## config.mk

```make
export PLATFORM = sky130hd
export DESIGN_NAME = maxnet_controller
export DESIGN_NICKNAME = d
export VERILOG_FILES = /design/src/rtl/maxnet_pkg.sv /design/src/rtl/up_counter.sv /design/src/rtl/maxnet_controller.sv
export SDC_FILE = /design/constraint.sdc
export NUM_CORES = 1
export LEC_CHECK = 0
export CORE_MARGIN = 3
export CORE_UTILIZATION = 30
export CTS_CLUSTER_DIAMETER = 200
export DETAILED_ROUTE_END_ITERATION = 8
export SLEW_MARGIN = 20
export SYNTH_ARGS = -nofsm -noshare
export SYNTH_HDL_FRONTEND = slang
export SYNTH_SLANG_ARGS = --single-unit
export TNS_END_PERCENT = 20
```

## constraint.sdc

```tcl
create_clock -name clk -period 2.1 [get_ports clk]
set_input_delay 0.315 -clock clk [delete_from_list [all_inputs] [get_ports clk]]
set_output_delay 0.315 -clock clk [all_outputs]
set_load 0.05 [all_outputs]
```

## src/rtl/maxnet_pkg.sv

```systemverilog
// Shared constants for the Maxnet sequencing controller.
// State encoding and default run-length settings.
package maxnet_pkg;

  localparam int LAT_W = 4;

  localparam logic [2:0] S_IDLE   = 3'd0;
  localparam logic [2:0] S_INIT   = 3'd1;
  localparam logic [2:0] S_CHECK  = 3'd2;
  localparam logic [2:0] S_WAIT   = 3'd3;
  localparam logic [2:0] S_UPDATE = 3'd4;
  localparam logic [2:0] S_DONE   = 3'd5;

  localparam int DEF_MAX_ITER   = 32;
  localparam int DEF_ITER_W     = 8;
  localparam int DEF_PU_LATENCY = 1;

endpackage

```

## src/rtl/up_counter.sv

```systemverilog
// Clearable up-counter; clear wins over increment.
// Used for the Maxnet iteration count.
module up_counter #(
  parameter int W = 8
) (
  input  logic         clk,
  input  logic         rst,
  input  logic         clr,
  input  logic         inc,
  output logic [W-1:0] count
);

  logic [W-1:0] count_q;
  logic [W-1:0] count_d;

  always_comb begin
    count_d = count_q;
    if (clr) begin
      count_d = '0;
    end else if (inc) begin
      count_d = count_q + 1'b1;
    end
  end

  always_ff @(posedge clk) begin
    if (rst) begin
      count_q <= '0;
    end else begin
      count_q <= count_d;
    end
  end

  assign count = count_q;

endmodule

```

## src/rtl/maxnet_controller.sv

```systemverilog
// Sequencing FSM for the 4-neuron Maxnet datapath.
// Loads activations, then iterates PU updates until one winner or MAX_ITER.
module maxnet_controller
  import maxnet_pkg::*;
#(
  parameter int MAX_ITER   = DEF_MAX_ITER,
  parameter int ITER_W     = DEF_ITER_W,
  parameter int PU_LATENCY = DEF_PU_LATENCY
) (
  input  logic              clk,
  input  logic              rst,
  input  logic              start,
  input  logic              is_finished,
  output logic              load_a,
  output logic              load_sel,
  output logic              busy,
  output logic              done,
  output logic              timeout,
  output logic [ITER_W-1:0] iter_count
);

  localparam logic [ITER_W-1:0] MAX_C = ITER_W'(MAX_ITER);
  localparam logic [LAT_W-1:0]  LAT_C = LAT_W'(PU_LATENCY);

  logic [2:0]       state_q;
  logic [2:0]       state_d;
  logic [LAT_W-1:0] wait_q;
  logic [LAT_W-1:0] wait_d;
  logic             timeout_q;
  logic             timeout_d;
  logic             it_clr;
  logic             it_inc;

  // Iteration count and timeout are cleared when a start is accepted.
  always_comb begin
    state_d   = state_q;
    wait_d    = wait_q;
    timeout_d = timeout_q;
    it_clr    = 1'b0;
    it_inc    = 1'b0;
    case (state_q)
      S_IDLE: begin
        if (start) begin
          state_d   = S_INIT;
          timeout_d = 1'b0;
          it_clr    = 1'b1;
        end
      end
      S_INIT: begin
        state_d = S_CHECK;
      end
      S_CHECK: begin
        if (is_finished) begin
          state_d = S_DONE;
        end else if (iter_count == MAX_C) begin
          state_d   = S_DONE;
          timeout_d = 1'b1;
        end else begin
          wait_d  = LAT_C;
          state_d = (LAT_C == '0) ? S_UPDATE : S_WAIT;
        end
      end
      S_WAIT: begin
        wait_d = wait_q - 1'b1;
        if (wait_q <= 1) begin
          state_d = S_UPDATE;
        end
      end
      S_UPDATE: begin
        it_inc  = 1'b1;
        state_d = S_CHECK;
      end
      S_DONE: begin
        state_d = S_IDLE;
      end
      default: begin
        state_d = S_IDLE;
      end
    endcase
  end

  always_ff @(posedge clk) begin
    if (rst) begin
      state_q   <= S_IDLE;
      wait_q    <= '0;
      timeout_q <= 1'b0;
    end else begin
      state_q   <= state_d;
      wait_q    <= wait_d;
      timeout_q <= timeout_d;
    end
  end

  up_counter #(
    .W(ITER_W)
  ) u_iter (
    .clk  (clk),
    .rst  (rst),
    .clr  (it_clr),
    .inc  (it_inc),
    .count(iter_count)
  );

  assign load_a   = (state_q == S_INIT) || (state_q == S_UPDATE);
  assign load_sel = (state_q == S_INIT);
  assign busy     = (state_q != S_IDLE);
  assign done     = (state_q == S_DONE);
  assign timeout  = timeout_q;

endmodule

```

==> impl_summary.txt, run 1 <==
----------------------------------------------------
[Logic synthesis]
  Compound-gate portion of the synthesized area ... 20.6%
  Main combinational cell family by area after synthesis ... simple AND/OR/NAND/NOR gates
  Proportion of synthesized area in mux cells ... 2.31%
  Proportion of synthesized chip area in sequential cells ... 36.9%
  Post-Synthesis Net Count ... 108
  Netlist area before placement ... 868 sq um
  Total number of yosys warnings ... 0
  Cell taking the most area after synthesis ... sky130_fd_sc_hd__dfxtp_1
  Share of synthesized cell area in full adder, half adder and majority cells ... 5.76%
  Parity-gate share of the synthesized area counting xor and xnor cells ... 1.01%
  Number of unique standard cell types used by synthesis ... 36
  Synthesis-stage register bit count ... 16
  Proportion of netlist area held by the largest area contributor ... 36.9%
  Biggest area contributors in the synthesized netlist ... sky130_fd_sc_hd__dfxtp_1 (37%), sky130_fd_sc_hd__ha_1 (5.8%), sky130_fd_sc_hd__inv_1 (4.8%), sky130_fd_sc_hd__a21oi_1 (4.6%), sky130_fd_sc_hd__nor2b_1 (3.6%)
  Mapped Cells ... 100
  Simple logic cell fraction of the synthesized area ... 26.1%
  Mean cell area of the mapped netlist ... 8.68 sq um

[Worst setup path]
  Critical-path cell with the highest stage delay ... sky130_fd_sc_hd__clkdlybuf4s50_1
  List of cells traversed by the critical path ... clkdlybuf4s50_1
  Arrival time at the worst endpoint ... 1.67 ns
  Buffers & Inverters on Critical Path ... 1
  Required time worst endpoint ... 1.78 ns
  Nature of the critical path endpoint ... primary output
  Delay-heaviest family, CP ... buffers and inverters
  Type of origin of the critical path ... flop
  Longest individual stage delay on the worst path ... 0.87 ns
  CP Class ... flop to primary output
  Crit Path Max Fanout ... 10

[STA]
  Final setup fails ... 0
  Final worst setup slack ... 0.119 ns
  Slew at the pin closest to its max-slew limit ... 0.482 ns
  Rel. slew slack ... 67.4%
  Worst clock skew ... 0.00363 ns
  Number of slew-limit violations in the final report ... 0
  Fmax achieved ... 505 MHz
  Hold Fails Final Rpt ... 0
  Unrepaired setup endpoints after global routing ... false
  Post-Route Setup TNS ... 0 ns
  Fraction of the cycle the final worst path needs ... 94.3%
  Final period demand of the worst path ... 1.98 ns

[Hold path]
  Worst min-delay path class ... flop to flop

[Route]
  Average wire per standard cell ... 13.7 um
  Detailed-routing iteration count for the pre-antenna-repair pass ... 4
  1st-iter DRT viols ... 16
  Final wirelength ... 2050 um
  Remaining routing DRC violations ... 0
  Number of antenna-violating nets in the routed design ... 0
  Post-DR vias/cell ... 5.34
  Via count ... 795

[Floorplan]
  Row count ... 18
  Starting Density ... 33.2%
  Die height ... 59.8 um
  Number of primary I/O pins ... 17
  Area inside the core boundary ... 0.00261 sq mm
  Die Footprint ... 0.00358 sq mm
  Die outline width ... 59.8 um

[Global routing]
  Number of antenna violations at the first check in global routing ... 0
  Combined global-route utilization of all metal layers ... 13.0%
  Global-route wire length before repair ... 3530 um
  Pin count of the biggest net entering global routing ... 14
  Overflow left after global routing ... 0
  Vias in the first global route ... 759

[Pwr]
  P per Cell Area ... 600 mW/mm^2
  Leakage power figure ... 0.418 nW
  IR drop worst, VDD ... 0.381 mV

[Clock tree]
  Buffer cell driving the clock tree root ... sky130_fd_sc_hd__clkbuf_4
  Number of clock buffers inserted by TritonCTS ... 3
  Number of setup buffers added after CTS ... 0
  Sink Count ... 16
  Level count of the clock H-tree ... 1
  CTS tree ... built
  Clock latency of the later-clocked register in the worst-skew pair ... 0.30 ns
  Maximum root-to-sink buffer count ... 2
  Clock transition time at the flip-flop clock pins of the worst setup and hold paths ... 0.10 ns
  Cts hold-fix bufs ... 0

[Finish]
  Layout overhead on the synthesized area ... 29.1%
  Final net count ... 128
  Antenna cells ... 0
  Fraction of layout instances using a drive strength above 1 ... 11.8%
  Final core utilization ... 42.9%

[Run status]
  Run status ... finished, final reports clean

[Placement]
  RD Place Congestion ... 0.729
  Post-placement setup slack ... 0.280 ns
  Hpwl dp ... 1460 um
  Port buffer count ... 16

[Run]
  Max Cap Violations ... 0

----------------------------------------------------
==> registers in the layout, summed over array words and instances, names as in the netlist <==
| signal | cells |
|---|---|
| timeout | 1 |
| state_q | 3 |
| u_iter.count | 8 |
| wait_q | 4 |
==> worst paths after layout <==
path                   startpoint               to  slack (ns)  depth (start not counted)
setup reg to reg       state_q[0]  u_iter.count[5]        0.42                          4
setup / recovery  u_iter.count[3]    iter_count[3]        0.12                          1
hold / removal          wait_q[3]        wait_q[3]        0.52                          2
hold reg to reg         wait_q[3]        wait_q[3]        0.52                          2
==> kinds of logic (layout without fill, tap and decap cells) <==
group                    count (synthesis)  in the layout
AND/OR/NAND/NOR                         36             36
buffers and inverters                   15             34
XOR/XNOR                                 1              1
adder cells (fa/ha/maj)                  4              4
multiplexers                             2              2
flip-flops                              16             16
AO/OA/AOI/OAI                           26             26
==> cell type report <==
type	count	area, sq um
repair buffers	19	186
flip-flops and latches	16	322
inverters	11	41.3
multi-input cells	69	498
well taps	30	37.5
clock buffers	4	36.3
fillers	272	1490
==> synthesized netlist by cell type <==
cell                        instances
sky130_fd_sc_hd__o21ai_0            2
sky130_fd_sc_hd__or3_1              3
sky130_fd_sc_hd__nand2_1            3
sky130_fd_sc_hd__nor3b_1            2
sky130_fd_sc_hd__nor2_1             5
sky130_fd_sc_hd__nand4_1            1
sky130_fd_sc_hd__nor2b_1            5
sky130_fd_sc_hd__nand3_1            3
sky130_fd_sc_hd__nor4b_1            1
sky130_fd_sc_hd__o31ai_1            4
sky130_fd_sc_hd__or3b_1             1
sky130_fd_sc_hd__o21bai_1           1
sky130_fd_sc_hd__o311a_1            1
sky130_fd_sc_hd__a21oi_1            8
sky130_fd_sc_hd__dfxtp_1           16
sky130_fd_sc_hd__o21a_1             1
sky130_fd_sc_hd__o311ai_1           1
sky130_fd_sc_hd__nand2b_1           2
sky130_fd_sc_hd__o32ai_1            2
sky130_fd_sc_hd__o221a_2            1
sky130_fd_sc_hd__inv_1             11
sky130_fd_sc_hd__mux2i_1            2
sky130_fd_sc_hd__clkbuf_1           3
sky130_fd_sc_hd__o21ai_1            1
sky130_fd_sc_hd__ha_1               4
sky130_fd_sc_hd__nand4bb_1          2
sky130_fd_sc_hd__buf_6              1
sky130_fd_sc_hd__xnor2_1            1
sky130_fd_sc_hd__a31oi_1            2
sky130_fd_sc_hd__o41ai_1            1
sky130_fd_sc_hd__or4_1              4
sky130_fd_sc_hd__and3b_1            1
sky130_fd_sc_hd__and2b_1            1
sky130_fd_sc_hd__a2bb2o_1           1
sky130_fd_sc_hd__nor3_1             1
sky130_fd_sc_hd__nor4_1             1
==> report_power, final <==
group	switching (mW)	internal [mW]
logic	0.0777	0.0575
registers	0.0118	0.312
clock network	0.107	0.106
==> metal layers <==
| metal | global-route usage (%) | part of all wire (%) | vias up |
|---|---|---|---|
| met1 | 17.3 | 50 | 375 |
| met3 | 4.54 | 3.4 | 4 |
| met5 | 0 | 0 | - |
| met4 | 4.11 | 1.2 | 0 |
| met2 | 19.4 | 45 | 14 |
| li1 | - | - | 402 |
==> repair_timing <==
item,in CTS,in global routing
endpoints found under the hold margin,0,0
endpoints found under the setup margin,2,1
resized for setup,2,1
==> metrics by stage <==
step / hold slack, ns / power [mW] / cells / area (sq um)
6_report: 0.524 / 0.672 / 149 / 1120
5_1_grt: 0.560 / 0.710 / 149 / 1120
4_1_cts: 0.526 / 0.683 / 149 / 1120
3_5_place_dp: 0.511 / 0.468 / 145 / 1080
3_3_place_gp: 0.498 / 0.466 / 145 / 1080
2_1_floorplan: 0.479 / 0.421 / 100 / 880
==> placed cells by master, fill, tap and decap left out, drive strengths merged, types with 2 or more instances in the layout <==
master / count
or4: 4
nor2b: 5
or3: 3
dfxtp: 16
nand3: 3
o21ai: 3
o31ai: 4
nand2: 3
mux2i: 2
inv: 11
o32ai: 2
clkdlybuf4s50: 12
nand2b: 2
nor2: 5
a31oi: 2
nand4bb: 2
clkbuf: 4
buf: 6
a21oi: 8
ha: 4
nor3b: 2
No activity file was read; power rests on OpenSTA's default activity.
==> run 2: changes to the inputs <==
Settings changed: CORE_UTILIZATION 30 to 53, PLACE_DENSITY set to 0.82.
Clock period 2.1 ns to 2.5 ns, I/O delays scaled along.
==> run 2 against run 1 <==
  * Register-to-register slack improved by 0.30 ns
  * Cell count fell by 12%
  * Clock power fell by 38%
  * Clock skew rose by 0.011 ns
  * Largest cell class unchanged
==> impl_summary.txt, run 2 (synthesized netlist as in run 1, its figures left out) <==
----------------------------------------------------
[Placement]
  Hpwl dp ... 1350 um (-7.4%)
  RD Place Congestion ... 0.803 (+10%)
  Port buffer count ... 16 (unchanged)

[Run status]
  Run status ... finished, final reports clean

[Finish]
  Final net count ... 126 (-1.6%)
  Most frequent standard cell in the layout excluding fill and tap cells ... sky130_fd_sc_hd__dfxtp_1
  Layout overhead on the synthesized area ... 21.8%
  Most frequent cells in the layout ... sky130_fd_sc_hd__dfxtp_1 (16), sky130_fd_sc_hd__clkdlybuf4s50_1 (15), sky130_fd_sc_hd__inv_1 (11)
  Antenna cells ... 0 (unchanged)
  Flip-flop count of the largest register after layout ... 8 (unchanged)
  Fraction of layout instances using a drive strength above 1 ... 6.03% (-5.7 points)

[Pwr]
  Power share of the sequential group ... 54.3% (+6.1 points)
  P per Cell Area ... 479 mW/mm^2 (-20%)
  Internal cell power ... 0.360 mW (-24%)
  Logic pwr share ... 19.9% (-0.2 points)
  Leakage power figure ... 0.388 nW (-7.1%)
  Relative contribution of the clock network to total power ... 25.8% (-5.9 points)
  IR drop worst, VDD ... 0.411 mV (+8.0%)
  Switching part of the total power ... 29.0% (-0.27 points)
  Total net switching power ... 0.147 mW (-25%)

[Route]
  Number of antenna-violating nets in the routed design ... 0 (unchanged)
  Post-DR vias/cell ... 6.24 (+17%)
  1st-iter DRT viols ... 29 (+13)
  Via count ... 818 (+2.9%)
  Detailed-routing iteration count for the pre-antenna-repair pass ... 5 (+1)
  Remaining routing DRC violations ... 0 (unchanged)
  Final wirelength ... 1830 um (-11%)
  Average wire per standard cell ... 14.0 um (+1.7%)

[Clock tree]
  CTS tree ... built
  Number of setup buffers added after CTS ... 0 (unchanged)
  Sink Count ... 16 (unchanged)
  Resize count post-CTS ... 0 (-2)
  Number of clock buffers inserted by TritonCTS ... 3 (unchanged)
  Cts hold-fix bufs ... 0 (unchanged)
  Clock latency of the later-clocked register in the worst-skew pair ... 0.29 ns (about the same)
  Maximum root-to-sink buffer count ... 2 (unchanged)
  Clock transition time at the flip-flop clock pins of the worst setup and hold paths ... 0.09 ns (about the same)
  Buffer cell driving the clock tree root ... sky130_fd_sc_hd__clkbuf_4
  Level count of the clock H-tree ... 1 (unchanged)

[Global routing]
  Global-route wire length before repair ... 3190 um (-9.6%)
  Combined global-route utilization of all metal layers ... 20.9% (+7.9 points)
  Vias in the first global route ... 708 (-6.7%)
  Number of antenna violations at the first check in global routing ... 0 (unchanged)
  Pin count of the biggest net entering global routing ... 15 (+1)
  Overflow left after global routing ... 0 (unchanged)

[STA]
  Worst clock skew ... 0.0145 ns (+0.0108 ns)
  Final period demand of the worst path ... 2.32 ns
  Worst hold margin ... 0.505 ns (-0.0194 ns)
  Post-Route Setup TNS ... 0 ns (unchanged)
  Fraction of the cycle the final worst path needs ... 92.7%
  Hold Fails Final Rpt ... 0 (unchanged)
  Unrepaired setup endpoints after global routing ... false
  Number of slew-limit violations in the final report ... 0 (unchanged)
  Fmax achieved ... 431 MHz
  Rel. slew slack ... 66.1% (-1.3 points)
  Slew at the pin closest to its max-slew limit ... 0.507 ns (+0.0257 ns)
  Final setup fails ... 0 (unchanged)

[Floorplan]
  Starting Density ... 61.4% (+28 points)
  Number of primary I/O pins ... 17 (unchanged)
  Die outline width ... 46.5 um (-22%)
  Die height ... 46.5 um (-22%)
  Area inside the core boundary ... 0.00142 sq mm (-46%)
  Die Footprint ... 0.00216 sq mm (-40%)
  Row count ... 13 (-5)

[Worst setup path]
  Arrival time at the worst endpoint ... 1.94 ns (+0.27 ns)
  CP Class ... flop to primary output
  Required time worst endpoint ... 2.12 ns (+0.34 ns)
  Type of origin of the critical path ... flop
  Crit Path Max Fanout ... 14 (+4)
  Nature of the critical path endpoint ... primary output

[Hold path]
  Worst min-delay path class ... flop to flop

[Run]
  Max Cap Violations ... 0 (unchanged)

----------------------------------------------------
## run 2: cell count changes in the layout (fill, tap and decap cells not counted), sizes merged
cell,before,now
dlygate4sd2,1,0
buf,6,2
clkbuf,4,3
clkdlybuf4s50,12,15
## run 2: critical path: stages (launching register included)
cell                              delay (ns)
sky130_fd_sc_hd__dfxtp_1                0.57
sky130_fd_sc_hd__nor3b_2                0.26
sky130_fd_sc_hd__clkdlybuf4s50_1        0.83
## run 2: power groups by stage
stage,combinational [mW],clock [mW],sequential (mW)
after floorplan,0.0747,0,0.276
after global placement,0.0984,0,0.280
after detailed placement,0.101,0,0.281
after CTS,0.101,0.135,0.275
after global routing,0.109,0.146,0.278
final,0.101,0.131,0.275
## run 2: per-stage QoR
| step | utilization (%) | power, mW | instance area [sq um] | std cells | worst slack (ns) |
|---|---|---|---|---|---|
| 2_1_floorplan | - | 0.351 | 873 | 100 | 0.308 |
| 3_3_place_gp | 73.1 | 0.379 | 1030 | 128 | 0.539 |
| 3_5_place_dp | 73.1 | 0.382 | 1030 | 128 | 0.506 |
| 4_1_cts | 74.7 | 0.511 | 1060 | 131 | 0.180 |
| 5_1_grt | 74.7 | 0.533 | 1060 | 131 | 0.0633 |
| 6_report | 74.7 | 0.507 | 1060 | 131 | 0.182 |
## run 2: cell type report
cell class                 count  area [sq um]
timing repair buffer          17           165
sequential                    16           320
multi-input combinational     69           489
fill                         110           358
clock buffer                   3          22.5
tap                           15          18.8
inverter                      11          41.3
## run 2: worst paths after layout
path	depth (start not counted)	startpoint	slack, ns	to
max	2	state_q[0]	0.18	load_sel
min	2	u_iter.count[6]	0.51	u_iter.count[6]
max reg2reg	3	state_q[2]	0.72	u_iter.count[7]
min reg2reg	2	u_iter.count[6]	0.51	u_iter.count[6]
## run 2: layer usage
metal	track usage (%)	up-vias	routed length, um
met3	7.03	6	130
met2	29.7	29	781
met1	29.2	381	892
met5	0	-	0
li1	-	402	-
met4	6.82	0	24
